===== config.mk =====
export PLATFORM = sky130hd
export DESIGN_NAME = lsu_stage_flat
export DESIGN_NICKNAME = d
export VERILOG_FILES = /design/src/rtl/lsu_stage_if.sv /design/src/rtl/lsu_stage.sv /design/src/flat_wrapper.sv
export SDC_FILE = /design/constraint.sdc
export NUM_CORES = 1
export LEC_CHECK = 0
export CAP_MARGIN = 20
export CORE_MARGIN = 5
export CORE_UTILIZATION = 49
export DETAILED_ROUTE_END_ITERATION = 12
export PLACE_DENSITY_LB_ADDON = 0.3
export SLEW_MARGIN = 30
export SYNTH_ARGS = -nofsm -noshare
export SYNTH_HDL_FRONTEND = slang
export SYNTH_SLANG_ARGS = --single-unit

===== constraint.sdc =====
create_clock -name clk -period 4.15 [get_ports clk]
set_input_delay 0.415 -clock clk [delete_from_list [all_inputs] [get_ports clk]]
set_output_delay 0.415 -clock clk [all_outputs]
set_load 0.01 [all_outputs]

===== src/rtl/lsu_stage_if.sv =====
// Load/store stage bus bundle: execute-side request, memory bus, writeback result.
// The stage itself uses the slave modport; the environment drives through master.
interface lsu_stage_if;
    logic        in_valid;
    logic        in_ready;
    logic [31:0] in_addr;
    logic [31:0] in_wdata;
    logic        in_we;
    logic [2:0]  in_op;
    logic [4:0]  in_rd;

    logic        mem_req;
    logic        mem_gnt;
    logic        mem_we;
    logic [31:0] mem_addr;
    logic [31:0] mem_wdata;
    logic [3:0]  mem_wstrb;
    logic        mem_rvalid;
    logic [31:0] mem_rdata;

    logic        out_valid;
    logic        out_ready;
    logic [31:0] out_rdata;
    logic [4:0]  out_rd;
    logic        out_fault;

    modport slave (
        input  in_valid, in_addr, in_wdata, in_we, in_op, in_rd,
        output in_ready,
        output mem_req, mem_we, mem_addr, mem_wdata, mem_wstrb,
        input  mem_gnt, mem_rvalid, mem_rdata,
        output out_valid, out_rdata, out_rd, out_fault,
        input  out_ready
    );

    modport master (
        output in_valid, in_addr, in_wdata, in_we, in_op, in_rd,
        input  in_ready,
        input  mem_req, mem_we, mem_addr, mem_wdata, mem_wstrb,
        output mem_gnt, mem_rvalid, mem_rdata,
        input  out_valid, out_rdata, out_rd, out_fault,
        output out_ready
    );
endinterface


===== src/rtl/lsu_stage.sv =====
// Single-outstanding load/store stage: latches one request, runs one bus access,
// aligns/extends load data and hands the result to writeback.
// Optional feature: define LSU_MISALIGN_CHECK_EN to fault misaligned half/word
// accesses without touching the bus.
module lsu_stage #(
    parameter int unsigned RESP_TIMEOUT = 255
) (
    input  logic       clk,
    input  logic       rst_n,
    lsu_stage_if.slave io
);
    typedef enum logic [1:0] {IDLE, REQ, RESP, DONE} state_t;

    localparam logic [7:0] CNT_LAST = 8'(RESP_TIMEOUT - 1);

    state_t      state, state_nxt;
    logic [31:0] addr_q, wdata_q;
    logic        we_q;
    logic [2:0]  op_q;
    logic [4:0]  rd_q;
    logic [31:0] rdata_q;
    logic        fault_q;
    logic [7:0]  cnt_q;

    logic        bad_op, misalign, reject, timeout_hit;
    logic [31:0] byte_sh, half_sh, load_data;

    // Requests that must fault immediately, never reaching the bus.
    always_comb begin
        bad_op = (io.in_op == 3'b011) || (io.in_op[2:1] == 2'b11) ||
                 (io.in_we && io.in_op[2]);
`ifdef LSU_MISALIGN_CHECK_EN
        misalign = ((io.in_op[1:0] == 2'b01) && io.in_addr[0]) ||
                   ((io.in_op[1:0] == 2'b10) && (io.in_addr[1:0] != 2'b00));
`else
        misalign = 1'b0;
`endif
        reject = bad_op || misalign;
    end

    assign timeout_hit = (cnt_q == CNT_LAST);

    // State register.
    always_ff @(posedge clk or negedge rst_n) begin
        if (!rst_n) state <= IDLE;
        else        state <= state_nxt;
    end

    // Next-state logic.
    always_comb begin
        state_nxt = state;
        case (state)
            IDLE: if (io.in_valid) state_nxt = reject ? DONE : REQ;
            REQ:  if (io.mem_gnt) state_nxt = RESP;
            RESP: if (io.mem_rvalid || timeout_hit) state_nxt = DONE;
            DONE: if (io.out_ready) state_nxt = IDLE;
            default: state_nxt = IDLE;
        endcase
    end

    // Handshake and bus outputs; store lanes are placed from the latched request.
    always_comb begin
        io.in_ready  = (state == IDLE);
        io.mem_req   = (state == REQ);
        io.out_valid = (state == DONE);
        io.mem_we    = we_q;
        io.mem_addr  = {addr_q[31:2], 2'b00};
        io.mem_wdata = 32'h0;
        io.mem_wstrb = 4'h0;
        if (we_q) begin
            case (op_q[1:0])
                2'b00: begin
                    io.mem_wdata = {24'h0, wdata_q[7:0]} << {addr_q[1:0], 3'b000};
                    io.mem_wstrb = 4'b0001 << addr_q[1:0];
                end
                2'b01: begin
                    io.mem_wdata = {16'h0, wdata_q[15:0]} << {addr_q[1], 4'b0000};
                    io.mem_wstrb = 4'b0011 << {addr_q[1], 1'b0};
                end
                default: begin
                    io.mem_wdata = wdata_q;
                    io.mem_wstrb = 4'b1111;
                end
            endcase
        end
        io.out_rdata = rdata_q;
        io.out_rd    = rd_q;
        io.out_fault = fault_q;
    end

    // Load alignment: pick the addressed byte/half, then sign or zero extend.
    always_comb begin
        byte_sh = io.mem_rdata >> {addr_q[1:0], 3'b000};
        half_sh = io.mem_rdata >> {addr_q[1], 4'b0000};
        case (op_q)
            3'b000:  load_data = {{24{byte_sh[7]}}, byte_sh[7:0]};
            3'b100:  load_data = {24'h0, byte_sh[7:0]};
            3'b001:  load_data = {{16{half_sh[15]}}, half_sh[15:0]};
            3'b101:  load_data = {16'h0, half_sh[15:0]};
            default: load_data = io.mem_rdata;
        endcase
    end

    // Request latch, response capture and response-timeout counter.
    always_ff @(posedge clk or negedge rst_n) begin
        if (!rst_n) begin
            addr_q  <= 32'h0;
            wdata_q <= 32'h0;
            we_q    <= 1'b0;
            op_q    <= 3'b000;
            rd_q    <= 5'h0;
            rdata_q <= 32'h0;
            fault_q <= 1'b0;
            cnt_q   <= 8'h0;
        end else begin
            case (state)
                IDLE: if (io.in_valid) begin
                    addr_q  <= io.in_addr;
                    wdata_q <= io.in_wdata;
                    we_q    <= io.in_we;
                    op_q    <= io.in_op;
                    rd_q    <= io.in_rd;
                    rdata_q <= 32'h0;
                    fault_q <= reject;
                end
                REQ: if (io.mem_gnt) cnt_q <= 8'h0;
                RESP: begin
                    if (io.mem_rvalid) begin
                        rdata_q <= we_q ? 32'h0 : load_data;
                        fault_q <= 1'b0;
                    end else if (timeout_hit) begin
                        rdata_q <= 32'h0;
                        fault_q <= 1'b1;
                    end else begin
                        cnt_q <= cnt_q + 8'd1;
                    end
                end
                default: ;
            endcase
        end
    end
endmodule


===== src/flat_wrapper.sv =====
// flat-port wrapper written by rule: the top's interface ports become plain ports
module lsu_stage_flat 
#(
    parameter int unsigned RESP_TIMEOUT = 255
)
  (clk, rst_n, io_in_valid, io_in_addr, io_in_wdata, io_in_we, io_in_op, io_in_rd, io_in_ready, io_mem_req, io_mem_we, io_mem_addr, io_mem_wdata, io_mem_wstrb, io_mem_gnt, io_mem_rvalid, io_mem_rdata, io_out_valid, io_out_rdata, io_out_rd, io_out_fault, io_out_ready);
  lsu_stage_if io_i ();
  input  logic clk;
  input  logic rst_n;
  input wire logic [$bits(io_i.in_valid)-1:0] io_in_valid;
  input wire logic [$bits(io_i.in_addr)-1:0] io_in_addr;
  input wire logic [$bits(io_i.in_wdata)-1:0] io_in_wdata;
  input wire logic [$bits(io_i.in_we)-1:0] io_in_we;
  input wire logic [$bits(io_i.in_op)-1:0] io_in_op;
  input wire logic [$bits(io_i.in_rd)-1:0] io_in_rd;
  output wire logic [$bits(io_i.in_ready)-1:0] io_in_ready;
  output wire logic [$bits(io_i.mem_req)-1:0] io_mem_req;
  output wire logic [$bits(io_i.mem_we)-1:0] io_mem_we;
  output wire logic [$bits(io_i.mem_addr)-1:0] io_mem_addr;
  output wire logic [$bits(io_i.mem_wdata)-1:0] io_mem_wdata;
  output wire logic [$bits(io_i.mem_wstrb)-1:0] io_mem_wstrb;
  input wire logic [$bits(io_i.mem_gnt)-1:0] io_mem_gnt;
  input wire logic [$bits(io_i.mem_rvalid)-1:0] io_mem_rvalid;
  input wire logic [$bits(io_i.mem_rdata)-1:0] io_mem_rdata;
  output wire logic [$bits(io_i.out_valid)-1:0] io_out_valid;
  output wire logic [$bits(io_i.out_rdata)-1:0] io_out_rdata;
  output wire logic [$bits(io_i.out_rd)-1:0] io_out_rd;
  output wire logic [$bits(io_i.out_fault)-1:0] io_out_fault;
  input wire logic [$bits(io_i.out_ready)-1:0] io_out_ready;
  assign io_i.in_valid = io_in_valid;
  assign io_i.in_addr = io_in_addr;
  assign io_i.in_wdata = io_in_wdata;
  assign io_i.in_we = io_in_we;
  assign io_i.in_op = io_in_op;
  assign io_i.in_rd = io_in_rd;
  assign io_in_ready = io_i.in_ready;
  assign io_mem_req = io_i.mem_req;
  assign io_mem_we = io_i.mem_we;
  assign io_mem_addr = io_i.mem_addr;
  assign io_mem_wdata = io_i.mem_wdata;
  assign io_mem_wstrb = io_i.mem_wstrb;
  assign io_i.mem_gnt = io_mem_gnt;
  assign io_i.mem_rvalid = io_mem_rvalid;
  assign io_i.mem_rdata = io_mem_rdata;
  assign io_out_valid = io_i.out_valid;
  assign io_out_rdata = io_i.out_rdata;
  assign io_out_rd = io_i.out_rd;
  assign io_out_fault = io_i.out_fault;
  assign io_i.out_ready = io_out_ready;
  lsu_stage #(.RESP_TIMEOUT(RESP_TIMEOUT)) u_core (.clk(clk), .rst_n(rst_n), .io(io_i));
endmodule

==> metrics <==
clock slew seen by the registers of the worst setup and hold paths=0.05 ns; synthesized-area fraction occupied by ao, oa, aoi and oai cells=0.148; min Tclk post-route=3.52 ns; final worst setup slack=0.634 ns; synthesized area per cell=11.5 um^2; Layout fillers=833; critical path endpoint category=output port; worst slew slack as a fraction of its limit=0.339; Setup Total Neg Slack=0 ns; Netlist Area Pre-Place=6010 um^2; die footprint=~15,000 um^2; placeable core region=12,000 um^2; width of the die=approximately 120 um; Setup-failing EPs final=0; adder-cell share of the synthesized area=0.0125; RePlAce Congestion=0.892; pwr/cell area=816 nW/um^2; startpoint class of the critical path=register; maximum number of pins on one net before global-route repair=74; cell with the most instances after synthesis=dfrtp_1; number of distinct library cells after synthesis=51; worst hold path class=register to register; Synth Register Bits=~120; RSZ-0062 raised after global routing=no; Commonest cells post-synth=dfrtp_1, mux2_2, nor2b_1; Design Area, Final=8710 um^2; XOR/XNOR share of the synthesized area=0; Synth area leaders=dfrtp_1, mux2_2, buf_4; setup slack of the worst register-to-register path=~1.4 ns; first-pass GRT wire length=28.6 mm; overall power after layout=0.00711 W; final-report hold violation count=0; later-pin clock latency in the skew report=0.42 ns; simple-gate portion of the synthesized area=0.122; dominant combinational cell family by area after synthesis=multiplexers; library cell occupying the most area in the post-synthesis netlist=dfrtp_1; fraction of post-synthesis cell area in the top cell type by area=0.483; number of instances in the synthesized netlist=523; ports placed on the boundary=221; Max Fclk=approximately 280 MHz; Syn-to-layout area delta=44.9%; final standard cell count with taps included and fillers excluded=862; first-pass detailed-route iteration total=5; largest fanout on the critical path=13; DRC viols=0; placed cell areas=~8000 um^2; remaining antenna violation count=0; First DRT Iteration DRCs=493; initial standard-cell utilization of the core=0.501; Worst Max-Slew Pin Slew=0.984 ns; quantity of gates resized following cts=0; total routing resource utilization after global routing=0.252; number of antenna violations at the first check in global routing=0; average via count per standard cell=5.82; count of flip-flops with a built-in enable after synthesis=0; HPWL after detailed placement=12.8 mm; Final period util=0.847; Num CTS Buffers=17; Vert. Die Dim=121 um; dpl cells=829; worst setup path class=register to output port; Synth async-reset ratio=1.00; mux share of post-synthesis cell area=0.166; total number of H-tree levels=4; routed wire length per instance=~21 um; maximum vdd ir drop=0.465 mV; Clock Skew=0.00826 ns; Post-layout nets=820; maximum clock insertion buffer count=2; share of post-route cells with drive strength above 1=0.186; worst-case setup slack after placement=1.10 ns; CP required=about 3.7 ns; count of maximum capacitance violations=0; Antenna Diode Count=0; root buffer selected by CTS=clkbuf_16; Clock Sinks=around 120; buffers added on ports=218; total gr overflow=0; total leakage power=between 3 and 4 nW; overall via count from detail_route=5,015; result of the run=finished clean; number of global-route vias before repair=5,354; max-slew violations=0; sequential share of the synthesized area=0.483; std cell rows=40; commonest register cell after synthesis=dfrtp_1; clock tree from TritonCTS=done; aggregate routed wire length=about 18 mm; count of synthesis-stage warnings from yosys=0; Arrival @ worst endpoint=~3.1 ns
## per-layer routing
layer,vias to the layer above,share of wire,GRT usage,wire length (um)
met5,-,0,0,0
met4,0,0.013,0.0751,229
met3,26,0.11,0.101,1970
met2,263,0.48,0.410,8710
met1,2473,0.39,0.309,7110
li1,2253,-,-,-
## report_power, final
group / switching [W] / internal (W) / leakage [nW]
sequential: 0.000497 / 0.00167 / 1.44
combinational: 0.00148 / 0.00191 / 1.82
clock: 0.000508 / 0.00104 / 0.312
total: 0.00249 / 0.00463 / 3.58
## through the flow
stage / hold WS, ns / utilization
final: 0.489 / 0.725
after global routing: 0.512 / 0.725
after floorplan: 0.119 / -
after CTS: 0.493 / 0.724
after global placement: 0.404 / 0.671
after detailed placement: 0.413 / 0.671
## cells in the final DEF, fill, tap and decap left out, types with 9 or more instances in the layout
cell type,count
a22o_1,15
a22oi_1,24
a21oi_1,13
nor2b_1,34
nand2_1,14
dfrtp_1,115
and2_1,9
buf_4,10
nand3_1,18
clkdlybuf4s50_1,217
a221o_1,16
mux2_2,83
nand2b_1,12
clkbuf_16,17
o21ai_0,14
## final timing paths
| kind | from | end | cells past startpoint |
|---|---|---|---|
| worst max-delay path | u_core.addr_q[0] | io_mem_wdata[15] | 5 |
| worst min-delay path | u_core.io.out_rdata[0] | u_core.io.out_rdata[0] | 1 |
| worst max register to register | u_core.io.mem_we | u_core.io.out_rdata[17] | 4 |
| worst min register to register | u_core.io.out_rdata[0] | u_core.io.out_rdata[0] | 1 |
| max in group asynchronous | rst_n | u_core.op_q[1] | 3 |
| min in group asynchronous | rst_n | u_core.cnt_q[6] | 2 |
## final cells by class
class / count / area, um^2 / area share
Multi-Input combinational cell: 334 / 2720 / 0.312
Inverter: 6 / 22.5 / 0.00259
Sequential cell: 116 / 2900 / 0.333
Tap cell: 147 / 184 / 0.0211
Clock buffer: 21 / 470 / 0.0540
Clock inverter: 10 / 154 / 0.0177
Timing Repair Buffer: 228 / 2260 / 0.259
## what timing repair did
| item | in CTS | in global routing |
|---|---|---|
| setup buffers | 0 | 0 |
| hold buffers | 1 | 0 |
| hold endpoints to repair | 36 | 0 |
| endpoints found under the setup margin | 0 | 0 |
## registers in the layout, summed over array words and instances, names as in the netlist
register / flops
u_core.addr_q: 32
u_core.cnt_q: 8
u_core.io.mem_we: 1
u_core.io.out_fault: 1
u_core.io.out_rd: 5
u_core.io.out_rdata: 32
u_core.op_q: 3
u_core.state: 2
u_core.wdata_q: 32
## worst max-delay path, stage by stage, from the launching register on
cell and delay, ns:
dfrtp_1 0.57, nand2b_1 0.35, nor3_1 0.85, a22oi_1 0.15, nor2b_1 0.20, clkdlybuf4s50_1 0.56
## cells by family after synthesis
kind of cell / after synthesis
DFF: 116
and+or+nand+nor: 124
other: 1
AOI/OAI and AO/OA: 114
muxes: 88
buffers and inverters: 74
adders and majority gates: 6
Power figures use the tool's default switching activity.
